**src/rtl/uart_tx_arbiter.sv**
```systemverilog
// Round-robin arbiter sharing one uart_tx among N_REQ byte-stream requesters, grant locked per message/burst.
// Optional: define UART_ARB_PREFIX_EN to send a channel-ID byte (PREFIX_BASE + index) at the start of each grant.

module uart_tx_arbiter #(
    parameter int         N_REQ       = 4,
    parameter int         MAX_BURST   = 16,
    parameter logic [7:0] PREFIX_BASE = 8'hF0
) (
    input  logic               s_axi_aclk,
    input  logic               s_axi_aresetn,
    input  logic               clear,
    input  logic [N_REQ-1:0]   req_valid,
    input  logic [8*N_REQ-1:0] req_data,
    input  logic [N_REQ-1:0]   req_last,
    output logic [N_REQ-1:0]   req_ready,
    output logic               tx_send,
    output logic [7:0]         tx_data,
    input  logic               tx_ready,
    output logic [N_REQ-1:0]   grant,
    output logic               busy,
    output logic               msg_done
);

    localparam int PW = (N_REQ > 1) ? $clog2(N_REQ) : 1;
    localparam int BW = (MAX_BURST > 0) ? $clog2(MAX_BURST + 1) : 1;

`ifdef UART_ARB_PREFIX_EN
    typedef enum logic [2:0] {IDLE, LOAD, SEND, BUSY, HOLD, PREFIX} state_t;
`else
    typedef enum logic [2:0] {IDLE, LOAD, SEND, BUSY, HOLD} state_t;
`endif

    state_t           state_q, state_d;
    logic [PW-1:0]    ptr_q, ptr_d;
    logic [PW-1:0]    gidx_q, gidx_d;
    logic [N_REQ-1:0] grant_q, grant_d;
    logic [BW-1:0]    burst_q, burst_d;
    logic [7:0]       tx_data_q, tx_data_d;
    logic             last_q, last_d;
`ifdef UART_ARB_PREFIX_EN
    logic             pfx_q, pfx_d;
`else
    logic             unused_prefix_base;
    assign unused_prefix_base = ^PREFIX_BASE;
`endif

    logic [7:0]    req_bytes [N_REQ];
    logic          found;
    logic [PW-1:0] win_idx;
    logic [PW-1:0] idx_v;
    logic          accept;
    logic          rel;
    logic          done_pulse;

    for (genvar i = 0; i < N_REQ; i++) begin : g_bytes
        assign req_bytes[i] = req_data[i*8 +: 8];
    end

    // First valid requester at or after the round-robin pointer.
    always_comb begin
        found   = 1'b0;
        win_idx = '0;
        idx_v   = '0;
        for (int i = 0; i < N_REQ; i++) begin
            idx_v = PW'((int'(ptr_q) + i) % N_REQ);
            if (!found && req_valid[idx_v]) begin
                found   = 1'b1;
                win_idx = idx_v;
            end
        end
    end

    always_comb begin
        state_d    = state_q;
        ptr_d      = ptr_q;
        gidx_d     = gidx_q;
        grant_d    = grant_q;
        burst_d    = burst_q;
        tx_data_d  = tx_data_q;
        last_d     = last_q;
        accept     = 1'b0;
        rel        = 1'b0;
        done_pulse = 1'b0;
`ifdef UART_ARB_PREFIX_EN
        pfx_d      = pfx_q;
`endif

        case (state_q)
            IDLE: begin
                if (found) begin
                    gidx_d  = win_idx;
                    grant_d = N_REQ'(1) << win_idx;
`ifdef UART_ARB_PREFIX_EN
                    state_d = PREFIX;
`else
                    state_d = LOAD;
`endif
                end
            end
            LOAD: begin
                if (req_valid[gidx_q]) begin
                    accept    = 1'b1;
                    tx_data_d = req_bytes[gidx_q];
                    last_d    = req_last[gidx_q];
                    if (MAX_BURST != 0) begin
                        burst_d = burst_q + 1'b1;
                    end
                    state_d   = SEND;
                end else begin
                    state_d = HOLD;
                end
            end
`ifdef UART_ARB_PREFIX_EN
            PREFIX: begin
                tx_data_d = PREFIX_BASE + 8'(gidx_q);
                pfx_d     = 1'b1;
                state_d   = SEND;
            end
`endif
            SEND: begin
                if (!tx_ready) begin
                    state_d = BUSY;
                end
            end
            BUSY: begin
                // Entered only after tx_ready was seen low, so ready high here is the rising edge.
                if (tx_ready) begin
`ifdef UART_ARB_PREFIX_EN
                    if (pfx_q) begin
                        pfx_d   = 1'b0;
                        state_d = LOAD;
                    end else
`endif
                    if (last_q) begin
                        done_pulse = 1'b1;
                        rel        = 1'b1;
                    end else if (MAX_BURST != 0 && burst_q == BW'(MAX_BURST)) begin
                        rel = 1'b1;
                    end else begin
                        state_d = HOLD;
                    end
                end
            end
            HOLD: begin
                if (req_valid[gidx_q]) begin
                    state_d = LOAD;
                end
            end
            default: state_d = IDLE;
        endcase

        if (rel) begin
            ptr_d   = PW'((int'(gidx_q) + 1) % N_REQ);
            burst_d = '0;
            grant_d = '0;
            state_d = IDLE;
        end

        // Flush overrides everything; an accepted byte is dropped and the pointer is kept.
        if (clear) begin
            state_d    = IDLE;
            ptr_d      = ptr_q;
            grant_d    = '0;
            burst_d    = '0;
            tx_data_d  = tx_data_q;
            last_d     = last_q;
            accept     = 1'b0;
            done_pulse = 1'b0;
`ifdef UART_ARB_PREFIX_EN
            pfx_d      = 1'b0;
`endif
        end
    end

    always_ff @(posedge s_axi_aclk or negedge s_axi_aresetn) begin
        if (!s_axi_aresetn) begin
            state_q   <= IDLE;
            ptr_q     <= '0;
            gidx_q    <= '0;
            grant_q   <= '0;
            burst_q   <= '0;
            tx_data_q <= 8'h00;
            last_q    <= 1'b0;
`ifdef UART_ARB_PREFIX_EN
            pfx_q     <= 1'b0;
`endif
        end else begin
            state_q   <= state_d;
            ptr_q     <= ptr_d;
            gidx_q    <= gidx_d;
            grant_q   <= grant_d;
            burst_q   <= burst_d;
            tx_data_q <= tx_data_d;
            last_q    <= last_d;
`ifdef UART_ARB_PREFIX_EN
            pfx_q     <= pfx_d;
`endif
        end
    end

    assign req_ready = accept ? grant_q : '0;
    assign tx_send   = (state_q == SEND);
    assign tx_data   = tx_data_q;
    assign grant     = grant_q;
    assign busy      = (state_q != IDLE);
    assign msg_done  = done_pulse;

endmodule
```
**config.mk**
```make
export PLATFORM = sky130hd
export DESIGN_NAME = uart_tx_arbiter
export DESIGN_NICKNAME = d
export VERILOG_FILES = /design/src/rtl/uart_tx_arbiter.sv
export SDC_FILE = /design/constraint.sdc
export NUM_CORES = 1
export LEC_CHECK = 0
export ABC_AREA = 0
export CORE_MARGIN = 2
export CORE_UTILIZATION = 43
export CTS_CLUSTER_DIAMETER = 100
export CTS_CLUSTER_SIZE = 8
export DETAILED_ROUTE_END_ITERATION = 16
export PLACE_DENSITY = 0.8
export RECOVER_POWER = 100
export SLEW_MARGIN = 15
export SYNTH_ARGS = -nofsm -noshare
export SYNTH_HDL_FRONTEND = slang
export SYNTH_SLANG_ARGS = --single-unit
```
**constraint.sdc**
```tcl
create_clock -name s_axi_aclk -period 3.38 [get_ports s_axi_aclk]
set_input_delay 1.014 -clock s_axi_aclk [delete_from_list [all_inputs] [get_ports s_axi_aclk]]
set_output_delay 1.014 -clock s_axi_aclk [all_outputs]
set_load 0.02 [all_outputs]
```
# Word-level counts from Yosys, hierarchy flattened
# Cells that the tools add are included.
[word_totals]
inputBits = 44
out_inout_bits = 19
reg_bits = 25
[op_classes]
muxes = 53
n_eq_ne = 11
shifts = 1
order_cmp = 6
reduce_logical = 18
n_bitwise = 2
addsub = 5
[op_table]
columns = ["operator", "n"]
rows = [
  ["3-bit two-way mux", 9],
  ["1-bit two-way mux", 21],
  ["4-bit two-way mux", 5],
  ["5-bit two-way mux", 4],
  ["4-bit inequality test (second input constant)", 5],
  ["8-bit binary-select mux with 2-bit select", 1],
  ["8-bit two-way mux", 2],
  ["2-bit by 3-bit < comparator with 1-bit output (second input constant)", 5],
  ["3-bit one-hot mux with 5 select lines", 1],
  ["3-bit nonzero test", 5],
  ["1-bit binary-select mux with 2-bit select", 6],
  ["2-bit two-way mux", 4],
  ["2-bit AND reduction", 4],
  ["3-bit by 2-bit equality test with 1-bit output (second input constant)", 2],
  ["6-bit AND reduction", 1],
  ["5-bit by 1-bit adder with 5-bit output (second input constant)", 1],
  ["5-bit equality test (second input constant)", 1],
  ["2-bit by 1-bit adder with 2-bit output (second input constant)", 2],
  ["2-bit adder (second input constant)", 2],
  ["4-bit by 3-bit inequality test with 1-bit output (second input constant)", 1],
  ["1-bit by 2-bit left shift with 4-bit output (first input constant)", 1],
  ["3-bit by 1-bit equality test with 1-bit output (second input constant)", 1],
  ["3-bit equality test (second input constant)", 1],
  ["3-bit greater-or-equal comparator (second input constant)", 1],
  ["other kinds (6)", 10],
]

# Longest topological paths before layout
[depth]
word_depth = 17
ltp_mapped = 6
mapped_depth_nobuf = 6

# Worst setup path before layout
# Ideal clock, no wire load.
[synth_path]
path_kind = "input -> output"
start = "input req_valid[3]"
end = "output req_ready[0]"
t_arrival_ns = 2.164
slack_ns = 0.202
cell_stages = 5
path_cell_list = "mux4_2 nand3b_1 nor3_4 buf_4 and2_1"
[synth_via]
elab_chain_cells = 6
[synth_lines]
columns = ["item", "line", "source"]
rows = [
  ["from (decl)", "12", "input logic [N_REQ-1:0] req_valid,"],
  ["1-bit binary-select mux with 2-bit select", "101", "if (req_valid[gidx_q]) begin"],
  ["1-bit two-way mux (not written as such)", "101", ""],
  ["1-bit two-way mux", "101", ""],
  ["1-bit two-way mux", "88", "case (state_q)"],
  ["1-bit two-way mux", "160", "if (clear) begin"],
  ["4-bit two-way mux", "201", "assign req_ready = accept ? grant_q : '0;"],
  ["to (decl)", "15", "output logic [N_REQ-1:0] req_ready,"],
]
# No other way between the ends. The select of a mux whose other input is x is not followed.

# Worst setup path after layout
[layout_path]
start = "input req_valid[3]"
end = "output req_ready[3]"
# The elaborated chain is that of the path after synthesis.

==> metrics.md <==
| Metric | Value |
|---|---|
| CTS tree | `done` |
| Synth async-reset ratio | `100%` |
| Worst-Skew Late Latency | `0.33 ns` |
| Run status | `finished clean` |
| Startpoint Class | `input pin` |
| Initial core utilization | `45.5%` |
| Hold Path Stages | `1` |
| Leakage | `0.965 nW` |
| CP delay by family, top | `multiplexers` |
| Distinct cells, synth | `42` |
| Synth Warn # | `0` |
| Layout cells sized above 1 | `between 10% and 20%` |
| R2r startpoint | `burst_q[0]` |
| # IOs | `63` |
| Detail Route Antenna Nets | `0` |
| Synth area leaders | `dfrtp_1, mux4_2, mux2_2, nor2_1, xor2_1` |
| CP arrival | `2.32 ns` |
| Die height | `64.1 um` |
| Total power | `1.44 mW` |
| TritonCTS buffer count | `3` |
| Clock buffer depth | `2` |
| Worst r2r path cells | `6` |
| DR WL/cell | `roughly 16 um` |
| Gate Count Post-Synth | `between 100 and 150` |
| R2r setup slk | `1.07 ns` |
| Clk sink count | `25` |
| R2R Path End | `grant[1]` |
| Area share of the largest cell type after synthesis | `40.3%` |
| Post-synth top area cell | `dfrtp_1` |
| Die ar. | `4110 um^2` |
| Clk root buf | `clkbuf_4` |
| Slew HR | `between 9 and 10%` |
| Req. time, crit path | `approximately 2.4 ns` |
| Vias in the first global route | `1,509` |
| Routed wire length | `4210 um` |
| Max-cap violations | `0` |
| Most common cell in the netlist | `dfrtp_1` |
| Final setup viols | `0` |
| WP buf/inv | `2` |
| Post-synthesis sequential area ratio | `between 40% and 50%` |
| Ys flop type | `dfrtp_1` |
| Hpwl dp | `3370 um` |
| Worst-path cell chain | `dlygate4sd2_1, mux4_2, nand3b_1, nor3_4, and2_1, buf_6` |
| Post-synth EDFFs | `0` |
| Post-synthesis register bit count | `25` |
| Syn Area/Cell | `about 11 um^2` |
| Tmin final | `around 3.3 ns` |
| Cell depth of the worst setup path | `6` |
| Worst Skew | `0.00296 ns` |
| Pins Over Slew Limit | `0` |
| RSZ-0062 raised after global routing | `false` |
| Vias | `roughly 1.4k` |
| Core Box Area | `3420 um^2` |
| Routability cong. | `0.883` |
| Fmax | `300 MHz` |
| Placed Cells | `~250` |
| Hold_sp | `tx_data[6]` |
| Worst-Margin Slew | `~1.4 ns` |
| Fin nets | `260` |
| Max VDD drop | `0.389 mV` |
| Largest net degree at the start of global routing | `26` |
| Fin cells | `259` |
| Crit Path Class | `input pin to primary output` |
| Final Hold Viols | `0` |
| Mapped cell area | `1550 um^2` |
| GRT Residual Overflow | `0` |
| Synth-to-Final Area Change | `47.2%` |
| DRT iter0 DRCs | `between 80 and 90` |
| Crit Path Max Fanout | `5` |
| Filler Cells Inserted | `roughly 290` |
| Power Density | `roughly 630 nW/um^2` |
| Initial antenna violation count | `0` |
| DRT Pass-1 Iters | `4` |
| H-tree depth | `1` |
| Final worst path period share | `between 90% and 100%` |
| Clk slew on worst S/H paths | `approximately 0.14 ns` |
| Cell Rows | `21` |
| Via density | `5.46` |
| First-pass GRT wire length | `7080 um` |
| Setup crit end kind | `primary output` |
| Slowest-stage cell, CP | `mux4_2` |
| GRT Util Overall | `22.5%` |
| PortBufs | `62` |
| Drc violations | `0` |
| Hold endpoint | `tx_data[6]` |
| Syn nets | `186` |
| N_diodes | `0` |
| Overall die width | `approximately 64 um` |
| Commonest cells post-synth | `dfrtp_1, nor2_1, mux2_2, mux4_2, nand2_1` |
| Worst Hold Class | `register to register` |
| Crit-path max cell delay | `0.50 ns` |
==> cell type report <==
cell class	count	area, um^2	area share [%]
clock buffer	4	26.3	1.15
inverter	6	22.5	0.985
multi-input combinational	102	868	38.0
sequential	25	626	27.4
tap	46	57.6	2.52
timing repair buffer	76	687	30.0
==> state kept, by name, summed over array words and instances (netlist names) <==
name,cells
tx_data,8
last_q,1
ptr_q,2
grant,4
gidx_q,2
burst_q,5
state_q,3
==> kinds of logic after synthesis <==
| family | Yosys count | synth area share, % |
|---|---|---|
| compound gates | 19 | 8.05 |
| xor+xnor | 5 | 2.82 |
| fa+ha+maj | 2 | 1.61 |
| buf+inv | 13 | 3.86 |
| flops | 25 | 40.3 |
| mux | 22 | 23.0 |
| simple gates | 54 | 20.4 |
==> cell usage in the layout, fill, tap and decap left out, types with 3 or more instances in the layout <==
cell type	instances
clkdlybuf4s50_1	38
dfrtp_1	25
dlygate4sd3_1	15
nor2_1	12
mux4_2	10
mux2_2	9
clkbuf_1	8
buf_4	8
nand2_1	7
inv_1	6
nand3_1	6
a21oi_1	5
o21ai_0	5
nand2b_1	4
xor2_1	4
clkbuf_4	4
dlygate4sd2_1	4
and2_0	3
nand4_1	3
==> how the worst max path moves through the flow <==
| stage | to | slack, ns | startpoint |
|---|---|---|---|
| floorplan | req_ready[0] | 0.20 | req_valid[3] |
| global placement | req_ready[3] | -0.48 | req_valid[3] |
| detailed placement | req_ready[0] | -0.56 | req_valid[2] |
| CTS | req_ready[2] | 0.04 | req_valid[2] |
| global route | req_ready[3] | 0.001 | req_valid[3] |
| finish | req_ready[3] | 0.05 | req_valid[3] |
==> report_power, final <==
part / leakage [nW] / total (mW) / switching (mW) / internal (mW)
registers: 0.319 / 0.500 / 0.0995 / 0.400
clock network: 0.0150 / 0.139 / 0.0927 / 0.0463
logic: 0.631 / 0.800 / 0.381 / 0.419
==> per-layer routing <==
metal,share of wire [%],wire (um),GRT usage [%],up-vias
li1,-,-,-,663
met1,39,1640,27.2,700
met2,54,2280,40.8,45
met3,5.3,221,3.70,5
met4,1.3,55,7.45,0
met5,0,0,0,-
==> metrics by stage <==
step | TNS, ns | setup WS [ns] | hold slack [ns] | utilization (%) | cell area, um^2
after global placement | -2.17 | -0.481 | 0.491 | 67.1 | 2290
after detailed placement | -2.49 | -0.558 | 0.499 | 67.1 | 2290
after global routing | 0 | 0.000951 | 0.539 | 67.0 | 2290
after floorplan | 0 | 0.202 | 0.496 | - | 1550
final | 0 | 0.0506 | 0.522 | 67.0 | 2290
after CTS | 0 | 0.0388 | 0.531 | 67.7 | 2310
==> timing repair <==
action | in CTS | in global routing
hold buffers | 0 | 0
gates resized for setup | 27 | 3
setup endpoints to repair | 5 | 5
gates cloned | 0 | 0
pin swaps | 5 | 2
buffers inserted | 0 | 1
(Power assumes the default switching activity.)
